===== src/rtl/fpu_pkg.sv =====
// Shared FPU definitions: operator encodings, flag bit positions and the
// unpacked-operand record produced by the unpack stage.
`timescale 1ns/1ps
package fpu_pkg;

  localparam int FPU_EXP_W = 8;
  localparam int FPU_MAN_W = 23;

  typedef enum logic [1:0] {
    FPU_OP_ADD = 2'b00,
    FPU_OP_SUB = 2'b01,
    FPU_OP_MUL = 2'b10,
    FPU_OP_DIV = 2'b11
  } fpu_op_e;

  // Bit positions inside the 3-bit {nan, inf, zero} flag vector.
  localparam int FLAG_NAN  = 2;
  localparam int FLAG_INF  = 1;
  localparam int FLAG_ZERO = 0;

  // Unpacked operand: mantissa carries the hidden bit in its MSB.
  typedef struct packed {
    logic                 sign;
    logic [FPU_EXP_W-1:0] exponent;
    logic [FPU_MAN_W:0]   mantissa;
    logic [2:0]           flags;
  } fpu_operand_t;

endpackage


===== src/rtl/fpu_unpack_stage_if.sv =====
// Handshake and payload bundle of the operand-unpack stage. The slave
// modport is the stage itself; the master modport is its environment.
`timescale 1ns/1ps
interface fpu_unpack_stage_if #(
  parameter int EXP_W = 8,
  parameter int MAN_W = 23
);
  localparam int W = 1 + EXP_W + MAN_W;

  logic             in_valid;
  logic             in_ready;
  logic [W-1:0]     in_operand_a;
  logic [W-1:0]     in_operand_b;
  logic [1:0]       in_operator;

  logic             out_valid;
  logic             out_ready;
  logic             sign_1;
  logic             sign_2;
  logic [EXP_W-1:0] exponent_1;
  logic [EXP_W-1:0] exponent_2;
  logic [MAN_W:0]   mantissa_1;
  logic [MAN_W:0]   mantissa_2;
  logic [EXP_W-1:0] exp_diff;
  logic [2:0]       flags_1;
  logic [2:0]       flags_2;
  logic             swapped;
  logic [1:0]       operator;

  modport master (
    output in_valid, in_operand_a, in_operand_b, in_operator, out_ready,
    input  in_ready, out_valid, sign_1, sign_2, exponent_1, exponent_2,
           mantissa_1, mantissa_2, exp_diff, flags_1, flags_2, swapped, operator
  );

  modport slave (
    input  in_valid, in_operand_a, in_operand_b, in_operator, out_ready,
    output in_ready, out_valid, sign_1, sign_2, exponent_1, exponent_2,
           mantissa_1, mantissa_2, exp_diff, flags_1, flags_2, swapped, operator
  );
endinterface


===== src/rtl/fpu_operand_classify.sv =====
// Combinational classifier for one packed operand: sign, effective exponent,
// {hidden, fraction} mantissa and {nan, inf, zero} flags.
// FPU_UNPACK_SUBNORMAL_EN defined keeps subnormals (exponent 1, hidden 0);
// otherwise subnormals flush to a signed zero.
`timescale 1ns/1ps
module fpu_operand_classify
  import fpu_pkg::*;
#(
  parameter int EXP_W = FPU_EXP_W,
  parameter int MAN_W = FPU_MAN_W
) (
  input  logic [EXP_W+MAN_W:0] operand,
  output logic                 sign,
  output logic [EXP_W-1:0]     exponent,
  output logic [MAN_W:0]       mantissa,
  output logic [2:0]           flags
);

  logic [EXP_W-1:0] raw_exp;
  logic [MAN_W-1:0] raw_frac;
  logic             exp_ones;
  logic             exp_zero;
  logic             frac_zero;

  assign raw_exp   = operand[EXP_W+MAN_W-1:MAN_W];
  assign raw_frac  = operand[MAN_W-1:0];
  assign exp_ones  = &raw_exp;
  assign exp_zero  = ~|raw_exp;
  assign frac_zero = ~|raw_frac;

  // Decode the operand class and form the effective fields.
  always_comb begin
    // NOTE: every output gets a default first so no path leaves it unassigned (no latch).
    sign     = operand[EXP_W+MAN_W];
    exponent = raw_exp;
    mantissa = {1'b1, raw_frac};
    flags    = '0;
    if (exp_ones) begin
      if (frac_zero) flags[FLAG_INF] = 1'b1;
      else           flags[FLAG_NAN] = 1'b1;
    end else if (exp_zero) begin
      if (frac_zero) begin
        exponent        = '0;
        mantissa        = '0;
        flags[FLAG_ZERO] = 1'b1;
      end else begin
`ifdef FPU_UNPACK_SUBNORMAL_EN
        exponent = EXP_W'(1);
        mantissa = {1'b0, raw_frac};
`else
        exponent         = '0;
        mantissa         = '0;
        flags[FLAG_ZERO] = 1'b1;
`endif
      end
    end
  end

endmodule


===== src/rtl/fpu_unpack_stage.sv =====
// Operand-unpack stage: classifies both operands, orders add/sub operands by
// magnitude, and registers the result behind a one-entry skid buffer so that
// in_ready comes straight from a flop. Subnormal handling follows
// FPU_UNPACK_SUBNORMAL_EN (see fpu_operand_classify).
`timescale 1ns/1ps
module fpu_unpack_stage
  import fpu_pkg::*;
#(
  parameter int EXP_W = FPU_EXP_W,
  parameter int MAN_W = FPU_MAN_W
) (
  input logic               clk,
  input logic               rst_n,
  fpu_unpack_stage_if.slave bus
);

  typedef struct packed {
    logic             sign_1;
    logic             sign_2;
    logic [EXP_W-1:0] exponent_1;
    logic [EXP_W-1:0] exponent_2;
    logic [MAN_W:0]   mantissa_1;
    logic [MAN_W:0]   mantissa_2;
    logic [EXP_W-1:0] exp_diff;
    logic [2:0]       flags_1;
    logic [2:0]       flags_2;
    logic             swapped;
    logic [1:0]       operator;
  } beat_t;

  logic             sign_a, sign_b, sign_b_eff;
  logic [EXP_W-1:0] exp_a, exp_b;
  logic [MAN_W:0]   man_a, man_b;
  logic [2:0]       flags_a, flags_b;
  logic             add_sub, swap;

  beat_t next_beat, out_beat, skid_beat;
  logic  out_valid_q, skid_valid_q;
  logic  in_fire, out_fire, out_free;

  fpu_operand_classify #(.EXP_W(EXP_W), .MAN_W(MAN_W)) u_classify_a (
    .operand(bus.in_operand_a), .sign(sign_a), .exponent(exp_a),
    .mantissa(man_a), .flags(flags_a)
  );

  fpu_operand_classify #(.EXP_W(EXP_W), .MAN_W(MAN_W)) u_classify_b (
    .operand(bus.in_operand_b), .sign(sign_b), .exponent(exp_b),
    .mantissa(man_b), .flags(flags_b)
  );

  // Subtraction flips b's sign before ordering so it follows b into its slot.
  // Comparing {exponent, hidden, fraction} orders post-flush magnitudes the
  // same way as the raw {exp, frac} fields.
  assign add_sub    = (bus.in_operator == FPU_OP_ADD) || (bus.in_operator == FPU_OP_SUB);
  assign sign_b_eff = sign_b ^ (bus.in_operator == FPU_OP_SUB);
  assign swap       = add_sub && ({exp_b, man_b} > {exp_a, man_a});

  // Place operands into slots and compute the alignment shift.
  always_comb begin
    next_beat = '0;
    if (swap) begin
      next_beat.sign_1     = sign_b_eff;
      next_beat.exponent_1 = exp_b;
      next_beat.mantissa_1 = man_b;
      next_beat.flags_1    = flags_b;
      next_beat.sign_2     = sign_a;
      next_beat.exponent_2 = exp_a;
      next_beat.mantissa_2 = man_a;
      next_beat.flags_2    = flags_a;
    end else begin
      next_beat.sign_1     = sign_a;
      next_beat.exponent_1 = exp_a;
      next_beat.mantissa_1 = man_a;
      next_beat.flags_1    = flags_a;
      next_beat.sign_2     = sign_b_eff;
      next_beat.exponent_2 = exp_b;
      next_beat.mantissa_2 = man_b;
      next_beat.flags_2    = flags_b;
    end
    next_beat.exp_diff = add_sub ? (next_beat.exponent_1 - next_beat.exponent_2) : '0;
    next_beat.swapped  = swap;
    next_beat.operator = bus.in_operator;
  end

  assign in_fire  = bus.in_valid && !skid_valid_q;
  assign out_fire = out_valid_q && bus.out_ready;
  assign out_free = out_fire || !out_valid_q;

  // Output and skid occupancy: refill the output from skid first, then from
  // the input; a beat arriving while the output is stalled parks in skid.
  always_ff @(posedge clk) begin
    // NOTE: state registers use non-blocking assignments so every flop samples pre-edge values.
    if (!rst_n) begin
      out_valid_q  <= 1'b0;
      out_beat     <= '0;
      skid_valid_q <= 1'b0;
    end else if (out_free) begin
      if (skid_valid_q) begin
        out_beat     <= skid_beat;
        out_valid_q  <= 1'b1;
        skid_valid_q <= 1'b0;
      end else if (in_fire) begin
        out_beat    <= next_beat;
        out_valid_q <= 1'b1;
      end else begin
        out_valid_q <= 1'b0;
      end
    end else if (in_fire) begin
      skid_valid_q <= 1'b1;
    end
  end

  // Skid payload capture.
  always_ff @(posedge clk) begin
    // NOTE: payload has no reset; it is only ever read while skid_valid_q is set.
    if (!out_free && in_fire) skid_beat <= next_beat;
  end

  assign bus.in_ready   = !skid_valid_q;
  assign bus.out_valid  = out_valid_q;
  assign bus.sign_1     = out_beat.sign_1;
  assign bus.sign_2     = out_beat.sign_2;
  assign bus.exponent_1 = out_beat.exponent_1;
  assign bus.exponent_2 = out_beat.exponent_2;
  assign bus.mantissa_1 = out_beat.mantissa_1;
  assign bus.mantissa_2 = out_beat.mantissa_2;
  assign bus.exp_diff   = out_beat.exp_diff;
  assign bus.flags_1    = out_beat.flags_1;
  assign bus.flags_2    = out_beat.flags_2;
  assign bus.swapped    = out_beat.swapped;
  assign bus.operator   = out_beat.operator;

endmodule


===== src/flat_wrapper.sv =====
// flat-port wrapper written by rule: the top's interface ports become plain ports
module fpu_unpack_stage_flat import fpu_pkg::*;
#(
  parameter int EXP_W = FPU_EXP_W,
  parameter int MAN_W = FPU_MAN_W
)
  (clk, rst_n, bus_in_valid, bus_in_operand_a, bus_in_operand_b, bus_in_operator, bus_out_ready, bus_in_ready, bus_out_valid, bus_sign_1, bus_sign_2, bus_exponent_1, bus_exponent_2, bus_mantissa_1, bus_mantissa_2, bus_exp_diff, bus_flags_1, bus_flags_2, bus_swapped, bus_operator);
  fpu_unpack_stage_if #(.EXP_W(EXP_W), .MAN_W(MAN_W)) bus_i ();
  input logic clk;
  input logic rst_n;
  input wire logic [$bits(bus_i.in_valid)-1:0] bus_in_valid;
  input wire logic [$bits(bus_i.in_operand_a)-1:0] bus_in_operand_a;
  input wire logic [$bits(bus_i.in_operand_b)-1:0] bus_in_operand_b;
  input wire logic [$bits(bus_i.in_operator)-1:0] bus_in_operator;
  input wire logic [$bits(bus_i.out_ready)-1:0] bus_out_ready;
  output wire logic [$bits(bus_i.in_ready)-1:0] bus_in_ready;
  output wire logic [$bits(bus_i.out_valid)-1:0] bus_out_valid;
  output wire logic [$bits(bus_i.sign_1)-1:0] bus_sign_1;
  output wire logic [$bits(bus_i.sign_2)-1:0] bus_sign_2;
  output wire logic [$bits(bus_i.exponent_1)-1:0] bus_exponent_1;
  output wire logic [$bits(bus_i.exponent_2)-1:0] bus_exponent_2;
  output wire logic [$bits(bus_i.mantissa_1)-1:0] bus_mantissa_1;
  output wire logic [$bits(bus_i.mantissa_2)-1:0] bus_mantissa_2;
  output wire logic [$bits(bus_i.exp_diff)-1:0] bus_exp_diff;
  output wire logic [$bits(bus_i.flags_1)-1:0] bus_flags_1;
  output wire logic [$bits(bus_i.flags_2)-1:0] bus_flags_2;
  output wire logic [$bits(bus_i.swapped)-1:0] bus_swapped;
  output wire logic [$bits(bus_i.operator)-1:0] bus_operator;
  assign bus_i.in_valid = bus_in_valid;
  assign bus_i.in_operand_a = bus_in_operand_a;
  assign bus_i.in_operand_b = bus_in_operand_b;
  assign bus_i.in_operator = bus_in_operator;
  assign bus_i.out_ready = bus_out_ready;
  assign bus_in_ready = bus_i.in_ready;
  assign bus_out_valid = bus_i.out_valid;
  assign bus_sign_1 = bus_i.sign_1;
  assign bus_sign_2 = bus_i.sign_2;
  assign bus_exponent_1 = bus_i.exponent_1;
  assign bus_exponent_2 = bus_i.exponent_2;
  assign bus_mantissa_1 = bus_i.mantissa_1;
  assign bus_mantissa_2 = bus_i.mantissa_2;
  assign bus_exp_diff = bus_i.exp_diff;
  assign bus_flags_1 = bus_i.flags_1;
  assign bus_flags_2 = bus_i.flags_2;
  assign bus_swapped = bus_i.swapped;
  assign bus_operator = bus_i.operator;
  fpu_unpack_stage #(.EXP_W(EXP_W), .MAN_W(MAN_W)) u_core (.clk(clk), .rst_n(rst_n), .bus(bus_i));
endmodule

===== config.mk =====
export PLATFORM = sky130hd
export DESIGN_NAME = fpu_unpack_stage_flat
export DESIGN_NICKNAME = d
export VERILOG_FILES = /design/src/rtl/fpu_pkg.sv /design/src/rtl/fpu_unpack_stage_if.sv /design/src/rtl/fpu_operand_classify.sv /design/src/rtl/fpu_unpack_stage.sv /design/src/flat_wrapper.sv
export SDC_FILE = /design/constraint.sdc
export NUM_CORES = 1
export LEC_CHECK = 0
export BUFFER_PORTS_ARGS = -buffer_cell sky130_fd_sc_hd__buf_2
export CORE_MARGIN = 3
export CORE_UTILIZATION = 61
export CTS_CLUSTER_SIZE = 24
export DETAILED_ROUTE_END_ITERATION = 7
export PLACE_DENSITY_LB_ADDON = 0.25
export SYNTH_ARGS = -nofsm -noshare
export SYNTH_HDL_FRONTEND = slang
export SYNTH_SLANG_ARGS = --single-unit

===== constraint.sdc =====
create_clock -name clk -period 20.8 [get_ports clk]
set_input_delay 4.16 -clock clk [delete_from_list [all_inputs] [get_ports clk]]
set_output_delay 4.16 -clock clk [all_outputs]
set_load 0.01 [all_outputs]

# Word-level counts from Yosys, hierarchy flattened
# Cells that the tools add are included.
dict set report op_classes {
  add_sub_neg 1
  n_mul 0
  n_div 0
  magnitude_cmp 1
  n_eq_ne 1
  shift 0
  muxes 25
  bitwise 2
  n_reduce_logical 19
}
# op n
set ops {}
lappend ops {{83-bit 2-to-1 mux} 2}
lappend ops {{24-bit 2-to-1 mux} 4}
lappend ops {{66-bit 2-to-1 mux} 1}
lappend ops {{23-bit OR reduction} 2}
lappend ops {{8-bit 2-to-1 mux} 5}
lappend ops {{32-bit greater-than comparator} 1}
lappend ops {{8-bit AND reduction} 2}
lappend ops {{8-bit OR reduction} 2}
lappend ops {{1-bit 2-to-1 mux} 10}
lappend ops {{8-bit subtractor} 1}
lappend ops {{6-bit 2-to-1 mux} 1}
lappend ops {{1-bit logical AND} 4}
lappend ops {{2-bit 2-to-1 mux} 2}
lappend ops {{1-bit zero test} 3}
lappend ops {{2-bit by 1-bit equality test with 1-bit output, second input constant} 1}
lappend ops {{2-bit zero test} 1}
lappend ops {{1-bit logical OR} 2}
lappend ops {{2-bit AND reduction} 1}
lappend ops {{2-bit nonzero test} 1}
lappend ops {{2-bit OR reduction} 1}
lappend ops {{1-bit inverter} 1}
lappend ops {{1-bit XOR} 1}
dict set report totals {
  reg_bits 168
  latch_bits 0
  ram_bits 0
  rom_bits 0
  inputBits 70
  out_inout_bits 85
  word_cells 73
  mem_count 0
}

# Logic depth before layout (Yosys ltp)
# Gate-level depths: netlist of run 1.
dict set report depth {
  depth_word 10
  ltp_mapped 24
  ltp_nobuf 19
}

# By module
# From an unflattened synthesis of run 1, not the netlist that was laid out.
dict set report unflattened {
  cells_unflattened 997
  hier_area_um2 9140.0
}
# module instances cells_each area_each_um2 seq_area_each_um2
set by_module_without_submodules {}
lappend by_module_without_submodules {fpu_unpack_stage 1 895 8384.3 4194.0}
lappend by_module_without_submodules {fpu_operand_classify 2 51 377.9 0.0}

# Worst setup path after synthesis of run 1
# Ideal clock, no wire load.
dict set report synth_timing {
  path_type {input -> register}
  from {in bus_out_ready}
  to {reg u_core.skid_beat[0] in the netlist's numbering (enable)}
  arrival_ps 10434
  setup_slack_ps 9722
  path_stages 2
  path_buffers 0
  path_cell_list {nand2b_1 > nor3b_1}
}
dict set report synth_between {
  elab_chain_cells 4
}
# element line
set synth_rtl {}
lappend synth_rtl {{from (decl)} flat_wrapper.sv:15} ;# input wire logic [$bits(bus_i.out_ready)-1:0] bus_out_ready;
lappend synth_rtl {{1-bit logical AND} fpu_unpack_stage.sv:86} ;# assign out_fire = out_valid_q && bus.out_ready;
lappend synth_rtl {{1-bit logical OR} fpu_unpack_stage.sv:87} ;# assign out_free = out_fire || !out_valid_q;
lappend synth_rtl {{1-bit zero test} fpu_unpack_stage.sv:116} ;# if (!out_free && in_fire) skid_beat <= next_beat;
lappend synth_rtl {{1-bit logical AND} fpu_unpack_stage.sv:116}
lappend synth_rtl {{to (signal assigned)} fpu_unpack_stage.sv:116}
lappend synth_rtl {{to (decl)} fpu_unpack_stage.sv:37} ;# beat_t next_beat, out_beat, skid_beat;
# No other way between the ends.
# A chain may end at the register's enable or synchronous reset.

# Worst setup path after layout of run 1
dict set report layout_timing {
  from {in bus_in_operand_a[27]}
  to {reg u_core.out_beat, in the netlist u_core.bus.exp_diff[6]}
}
dict set report layout_between {
  elab_chain_cells 10
  elab_cells_between_ends 13
  classes_between {add/sub (1); order compare (1); mux (8); reduce/logical (3)}
}
# element line
set layout_rtl {}
lappend layout_rtl {{from (decl)} flat_wrapper.sv:12} ;# input wire logic [$bits(bus_i.in_operand_a)-1:0] bus_in_operand_a;
lappend layout_rtl {{8-bit OR reduction} fpu_operand_classify.sv:28} ;# assign exp_zero = ~|raw_exp;
lappend layout_rtl {{24-bit 2-to-1 mux or 8-bit 2-to-1 mux (tied branches)} fpu_operand_classify.sv:41} ;# end else if (exp_zero) begin
lappend layout_rtl {{24-bit 2-to-1 mux or 8-bit 2-to-1 mux (tied branches)} fpu_operand_classify.sv:38} ;# if (exp_ones) begin
lappend layout_rtl {{32-bit greater-than comparator} fpu_unpack_stage.sv:56} ;# assign swap = add_sub && ({exp_b, man_b} > {exp_a, man_a});
lappend layout_rtl {{1-bit logical AND} fpu_unpack_stage.sv:56}
lappend layout_rtl {{66-bit 2-to-1 mux (*)} fpu_unpack_stage.sv:61} ;# if (swap) begin
lappend layout_rtl {{8-bit subtractor (*)} fpu_unpack_stage.sv:80} ;# next_beat.exp_diff = add_sub ? (next_beat.exponent_1 - next_beat.exponent_2) : '0;
lappend layout_rtl {{8-bit 2-to-1 mux (*)} fpu_unpack_stage.sv:80}
lappend layout_rtl {{83-bit 2-to-1 mux (*)} fpu_unpack_stage.sv:102} ;# end else if (in_fire) begin
lappend layout_rtl {{83-bit 2-to-1 mux (*)} fpu_unpack_stage.sv:98} ;# if (skid_valid_q) begin
lappend layout_rtl {{to (signal assigned)} fpu_unpack_stage.sv:99} ;# out_beat <= skid_beat;
lappend layout_rtl {{to (signal assigned)} fpu_unpack_stage.sv:103} ;# out_beat <= next_beat;
lappend layout_rtl {{to (decl)} fpu_unpack_stage.sv:37}
# Mark *: on every way between the ends. The rest lies on a longest branch, timed or not. The select of a mux whose other input is x is not followed.

==> results of run 1 <==
[sequential cells by signal (all words and copies together) (netlist names)]
register / count
u_core.bus.exp_diff: 8
u_core.bus.exponent_1: 8
u_core.bus.exponent_2: 8
u_core.bus.flags_1: 3
u_core.bus.flags_2: 3
u_core.bus.mantissa_1: 24
u_core.bus.mantissa_2: 24
u_core.bus.operator: 2
u_core.bus.out_valid: 1
u_core.bus.sign_1: 1
u_core.bus.sign_2: 1
u_core.bus.swapped: 1
u_core.skid_beat: 83
u_core.skid_valid_q: 1
[per-layer routing]
metal  global-route usage [%]  part of all wire (%)  vias to the layer above
met5                        0                     0                        -
met4                    7.479                   2.0                        0
met3                    7.547                   8.6                       45
met2                    43.48                    45                      338
met1                    41.65                    44                     3448
li1                         -                     -                     3601
[critical path, cell delays in order]
cell and delay [ns]:
buf_2 0.13, nor4_1 0.41, nand2_1 0.66, nand2_1 0.35, ha_1 0.28, nor2b_1 0.13
o211ai_1 0.14, a2111oi_0 0.11, o41a_2 0.53, nor2_4 0.10, buf_4 0.64, and4bb_2 0.31
or3_1 0.38, or3_1 0.40, a31o_1 0.23, a21oi_2 0.11
[cell type report]
class	instances	area [µm²]
clock buffers	20	478.0
multi-input cells	684	4046
well taps	176	220.2
repair buffers	161	823.3
clock inverters	12	127.6
flip-flops and latches	168	4198
inverters	19	71.32
fillers	1016	3541
[logic make-up after synthesis]
| family | after synthesis |
|---|---|
| AO/OA/AOI/OAI | 265 |
| buffers and inverters | 94 |
| adder cells (fa/ha/maj) | 33 |
| multiplexers | 30 |
| XOR/XNOR | 6 |
| AND/OR/NAND/NOR | 350 |
| flip-flops | 168 |
[stage by stage]
stage               cell area, µm²  hold slack, ns  util, %  power, mW
floorplan                     8581          0.4762        -     0.4638
global placement              9359          0.4355    69.30     0.5055
detailed placement            9359          0.4423    69.30     0.5083
CTS                           9965          0.4502    73.78     0.8267
global route                  9965          0.4644    73.78     0.8560
finish                        9965          0.4492    73.78     0.8260
[worst paths after layout]
path	start	to	slack, ns	cells after the start
setup / recovery	bus_in_operand_a[27]	u_core.bus.exp_diff[6]	12.06	16
hold / removal	u_core.bus.mantissa_2[18]	u_core.bus.mantissa_2[18]	0.45	2
setup reg to reg	u_core.skid_valid_q	u_core.bus.flags_1[0]	18.43	5
hold reg to reg	u_core.bus.mantissa_2[18]	u_core.bus.mantissa_2[18]	0.45	2
[layout by cell type, fill, tap and decap left out, drive strengths merged, types with 4 or more instances in the layout]
master | synthesis | layout
buf | 8 | 161
nand2 | 159 | 159
a21oi | 101 | 101
dfxtp | 85 | 85
edfxtp | 83 | 83
o21ai | 76 | 76
o211ai | 58 | 58
nand2b | 58 | 58
nor2 | 47 | 47
ha | 33 | 33
inv | 19 | 25
and2 | 24 | 24
mux2i | 21 | 21
clkbuf | 67 | 20
nor4 | 18 | 18
nand4 | 15 | 15
nor3 | 12 | 12
mux2 | 9 | 9
or3 | 5 | 5
xnor2 | 5 | 5
a211oi | 4 | 4
[power groups by stage]
stage | Clock [mW] | Combinational, mW | Sequential [mW]
global route | 0.337 | 0.144 | 0.376
global placement | 0 | 0.125 | 0.380
floorplan | 0 | 0.0771 | 0.387
finish | 0.321 | 0.131 | 0.374
CTS | 0.324 | 0.129 | 0.374
detailed placement | 0 | 0.128 | 0.381
==> flow_summary.ini, run 1 <==
[global_route]
grt_overflow = 0
antenna_found_initial = 0
grt_use_total_pct = 28.86
first_global_vias = 7029
grt_pass1_wl_um = 36220
grt_max_degree = 111

[yosys]
ys_warn_count = 0
yosysMostFrequentCell = nand2_1
syn_avg_cell_area_um2 = 9.071
yosys.area_share.xor_xnor_pct = 0.6124
syn_area_mm2 = 0.008581
synth_compound_area_share_pct = 18.27
ys_ff_latch = 168
seq_area_frac_synth_pct = 48.88
synthArstFlopShare_pct = 0
yosys_most_used_dff = dfxtp_1
yosysUniqueCellTypes = 52
netlist_top_cells_count = 159 x nand2_1, 100 x a21oi_1, 85 x dfxtp_1
yosysTopAreaCellShare_pct = 29.05
synth_area_leaders = edfxtp_1 29%, dfxtp_1 20%, nand2_1 7.0%, a21oi_1 5.8%, o211ai_1 5.1%
synth_nets = 1049
synth-edff-count = 83
yosysTopAreaCell = edfxtp_1
synthAdderAreaFrac_pct = 4.812
yosys.area_share.simple_pct = 19.54
muxShareOfSynthArea_pct = 3.631
synth_top_family_by_area = simple AND/OR/NAND/NOR gates
syn_inst = 946

[die]
fp.coreArea_mm2 = 0.01351
die_area_mm2 = 0.01553
start_util_pct = 63.54
dieHeight_um = 124.6
boundaryPins = 155
fp-row-count = 42
chipWidth_um = 124.6

[clock_network]
clkSlewWorstSetupHoldPaths_ns = 0.07
clk_latency_ns = 0.43
clock_sinks = 168
cts.htree.levels = 4
post-cts-setup-buffers = 0
clock_path_buffers = 2
cts_resized = 0
cts_root_buf = clkbuf_16
cts_hold_buf = 0
numCtsBuffers = 17
cts_tree = yes

[timing]
hold_viol_final = 0
period_share_pct = 42.01
tns_ns = 0
tightest_slew_ns = 1.111
fin_crit_ns = 8.738
setup_violations = 0
max_freq_mhz = 114.4
relSlewSlack_pct = 25.68
rsz0062_at_grt = no
slew_viol_final = 0
fin_worst_skew_ns = 0.009073
fin_ws_ns = 12.06

[run]
max-cap-violations = 0

[cells_and_area]
drive_gt1_share_pct = 20.02
stdcell_count = 1240
syn_to_final_growth_pct = 16.13
diodes = 0
nNetsFinal = 1154

[place]
portBuffers = 154
dpl_worst_slack_ns = 11.71
post-place-cells = 1208
place_congestion = 0.9186
dp_hpwl_um = 15430

[critical_path]
startpoint_type = primary input
crit_path_max_fanout = 83
cp-end-kind = flop
crit_required_ns = 21.17
arrival_ns = 9.11
setup.worst_path.class = primary input to flop

[power]
leakagePower_nw = 4.002
p_comb_share_pct = 15.9
p_sw_share_pct = 27.81
power_density_mw_per_mm2 = 82.90
clockPowerShare_pct = 38.9
p_seq_share_pct = 45.2
max-vdd-ir-drop_uv = 62.51
p_int_mw = 0.5963
netSwitchingPower_mw = 0.2297

[route]
totalWireLength_um = 22690
detail_route.vias_per_cell = 5.994
firstDrtPassIters = 5
wl_per_cell_um = 18.30
detail-route-antenna-nets = 0
drc_errors = 0
drt_iter0_drc = 633
dr_total_vias = 7432

[hold_path]
hold_class = flop to flop

[status]
status = finished clean
Power figures use the tool's default switching activity.
==> inputs of run 2 (changes only) <==
--- a/config.mk
+++ b/config.mk
@@ -5,9 +5,10 @@
 export SDC_FILE = /design/constraint.sdc
 export NUM_CORES = 1
 export LEC_CHECK = 0
+export ABC_AREA = 1
 export BUFFER_PORTS_ARGS = -buffer_cell sky130_fd_sc_hd__buf_2
 export CORE_MARGIN = 3
-export CORE_UTILIZATION = 61
+export CORE_UTILIZATION = 51
 export CTS_CLUSTER_SIZE = 24
 export DETAILED_ROUTE_END_ITERATION = 7
 export PLACE_DENSITY_LB_ADDON = 0.25
==> constraint.sdc (replaced) <==
create_clock -name clk -period 7.3 [get_ports clk]
set_input_delay 1.46 -clock clk [delete_from_list [all_inputs] [get_ports clk]]
set_output_delay 1.46 -clock clk [all_outputs]
set_load 0.01 [all_outputs]
==> flow_summary.ini, run 2 <==
[status]
status = finished clean

[clock_network]
clk_latency_ns = 0.44
clock_sinks = 168
post-cts-setup-buffers = 0
cts_root_buf = clkbuf_16
cts_hold_buf = 0
cts_resized = 0
cts_tree = yes
clkSlewWorstSetupHoldPaths_ns = 0.06
clock_path_buffers = 2
numCtsBuffers = 17
cts.htree.levels = 4

[cells_and_area]
final_common_cell = nand2_1
fin_area_mm2 = 0.01024
top_register = u_core.skid_beat
largest_reg_flops = 83
drive_gt1_share_pct = 17.64
diodes = 0
syn_to_final_growth_pct = 15.91
nNetsFinal = 1354
final_cell_mix = 266 x nand2_1, 154 x buf_2, 146 x nor2_1

[global_route]
grt_max_degree = 84
first_global_vias = 7205
grt_pass1_wl_um = 38010
grt_use_total_pct = 25.98
grt_overflow = 0
antenna_found_initial = 1

[route]
wl_per_cell_um = 16.55
routed-wl-met3_um = 2086
highest_layer = met5
dr_wl_met2_um = 10980
drc_errors = 0
drt_iter0_drc = 790
detail_route.vias_per_cell = 5.368
detail-route-antenna-nets = 0
firstDrtPassIters = 5
met1_length_um = 11230
dr_total_vias = 7966
totalWireLength_um = 24570

[power]
netSwitchingPower_mw = 0.6658
p_int_mw = 1.703
clockPowerShare_pct = 38.1
p_sw_share_pct = 28.11
max-vdd-ir-drop_uv = 156.0
leakagePower_nw = 4.781
power_density_mw_per_mm2 = 231.4
p_seq_share_pct = 45.1
p_comb_share_pct = 16.9

[critical_path]
cp-end-kind = flop
crit_required_ns = 7.66
crit_path_frequent_cell = nand2_1
startpoint_type = primary input
critPathSlowestCell = inv_1
worst_path_largest_cell_delay_ns = 0.59
setup.worst_path.class = primary input to flop
arrival_ns = 5.98
crit_path_max_fanout = 56

[yosys]
yosysMostFrequentCell = nand2_1
synth-edff-count = 83
synthAdderAreaFrac_pct = 4.676
synth_area_leaders = edfxtp_1 28%, dfxtp_1 19%, nand2_1 11%, nor2_1 6.3%, a21oi_1 5.6%
netlist_top_cells_count = 266 x nand2_1, 148 x nor2_1, 126 x inv_1
yosysTopAreaCellShare_pct = 28.22
muxShareOfSynthArea_pct = 0
yosys.area_share.xor_xnor_pct = 0.09918
yosys_most_used_dff = dfxtp_1
yosysUniqueCellTypes = 34
syn_inst = 1140
synth_top_family_by_area = simple AND/OR/NAND/NOR gates
synth_nets = 1243
synth_compound_area_share_pct = 15.97
yosysTopAreaCell = edfxtp_1
syn_area_mm2 = 0.008831
synthArstFlopShare_pct = 0
syn_avg_cell_area_um2 = 7.746
ys_warn_count = 0
seq_area_frac_synth_pct = 47.49
ys_ff_latch = 168
yosys.area_share.simple_pct = 22.74

[timing]
period_share_pct = 76.96
slew_viol_final = 0
rsz0062_at_grt = no
fin_worst_skew_ns = 0.008862
hold_viol_final = 0
max_freq_mhz = 178.0
relSlewSlack_pct = 24.55
tightest_slew_ns = 1.132
setup_violations = 0
tns_ns = 0
fin_crit_ns = 5.618

[die]
dieHeight_um = 137.6
boundaryPins = 155
start_util_pct = 52.69
chipWidth_um = 137.6
fp-row-count = 47
fp.coreArea_mm2 = 0.01676
die_area_mm2 = 0.01893

[place]
placed_cell_area_mm2 = 0.009646
place_congestion = 0.9078
portBuffers = 154
dp_hpwl_um = 17320

[run]
max-cap-violations = 0

[hold_path]
hold_class = flop to flop
==> run 2: cell types whose count changed after synthesis, sizes merged, moves of 21 or more <==
cell | previous run | this run
mux2i | 21 | 0
o21ai | 76 | 97
nand2 | 159 | 279
inv | 19 | 131
and2 | 24 | 2
nand3 | 3 | 26
nand2b | 58 | 0
o211ai | 58 | 29
nor2 | 47 | 150
==> run 2: routing by layer <==
| layer | vias up | global-route usage (%) |
|---|---|---|
| met5 | - | 0 |
| met4 | 2 | 6.098 |
| met3 | 28 | 6.099 |
| met2 | 313 | 39.80 |
| met1 | 3660 | 37.36 |
| li1 | 3963 | - |
==> run 2: through the flow <==
| stage | std cells | hold slack, ns | setup WS (ns) | total power, mW | utilization, % |
|---|---|---|---|---|---|
| floorplan | 1140 | 0.4892 | 1.653 | 1.350 | - |
| global placement | 1452 | 0.4497 | 1.422 | 1.479 | 57.55 |
| detailed placement | 1452 | 0.4526 | 1.309 | 1.484 | 57.55 |
| CTS | 1484 | 0.4621 | 1.747 | 2.377 | 61.08 |
| global route | 1484 | 0.4816 | 1.252 | 2.471 | 61.08 |
| finish | 1484 | 0.4596 | 1.682 | 2.369 | 61.08 |
==> run 2: path summary, 6_finish.rpt <==
path,slack [ns],cells after the start,end,start
hold / removal,0.46,2,u_core.bus.mantissa_1[9],u_core.bus.mantissa_1[9]
setup reg to reg,4.30,9,u_core.bus.mantissa_2[8],u_core.skid_valid_q
hold reg to reg,0.46,2,u_core.bus.mantissa_1[9],u_core.bus.mantissa_1[9]
setup / recovery,1.68,28,u_core.bus.exp_diff[4],bus_in_operand_b[24]
==> run 2: final cells by class <==
type | instances | area [µm²]
sequential | 168 | 4194
tap | 220 | 275.3
fill | 1536 | 6524
multi-input combinational | 771 | 3850
clock buffer | 24 | 504.2
clock inverter | 8 | 86.33
timing repair buffer | 162 | 830.8
inverter | 131 | 495.5
==> run 2: critical path, delay by kind of cell <==
| kind | cells | cell delay (ns) |
|---|---|---|
| and+or+nand+nor | 19 | 2.30 |
| buffers and inverters | 5 | 1.42 |
| adders and majority gates | 2 | 0.52 |
| AOI/OAI and AO/OA | 2 | 0.27 |
==> run 2: power groups by stage <==
stage | logic (mW) | clock network, mW | registers (mW)
3_3_place_gp | 0.393 | 0 | 1.09
2_1_floorplan | 0.246 | 0 | 1.10
5_1_grt | 0.448 | 0.950 | 1.07
6_report | 0.399 | 0.901 | 1.07
3_5_place_dp | 0.395 | 0 | 1.09
4_1_cts | 0.398 | 0.911 | 1.07
==> run 2: logic make-up after synthesis <==
| logic type | Yosys count |
|---|---|
| simple gates | 486 |
| compound gates | 251 |
| buf+inv | 201 |
| flops | 168 |
| fa+ha+maj | 33 |
| xor+xnor | 1 |
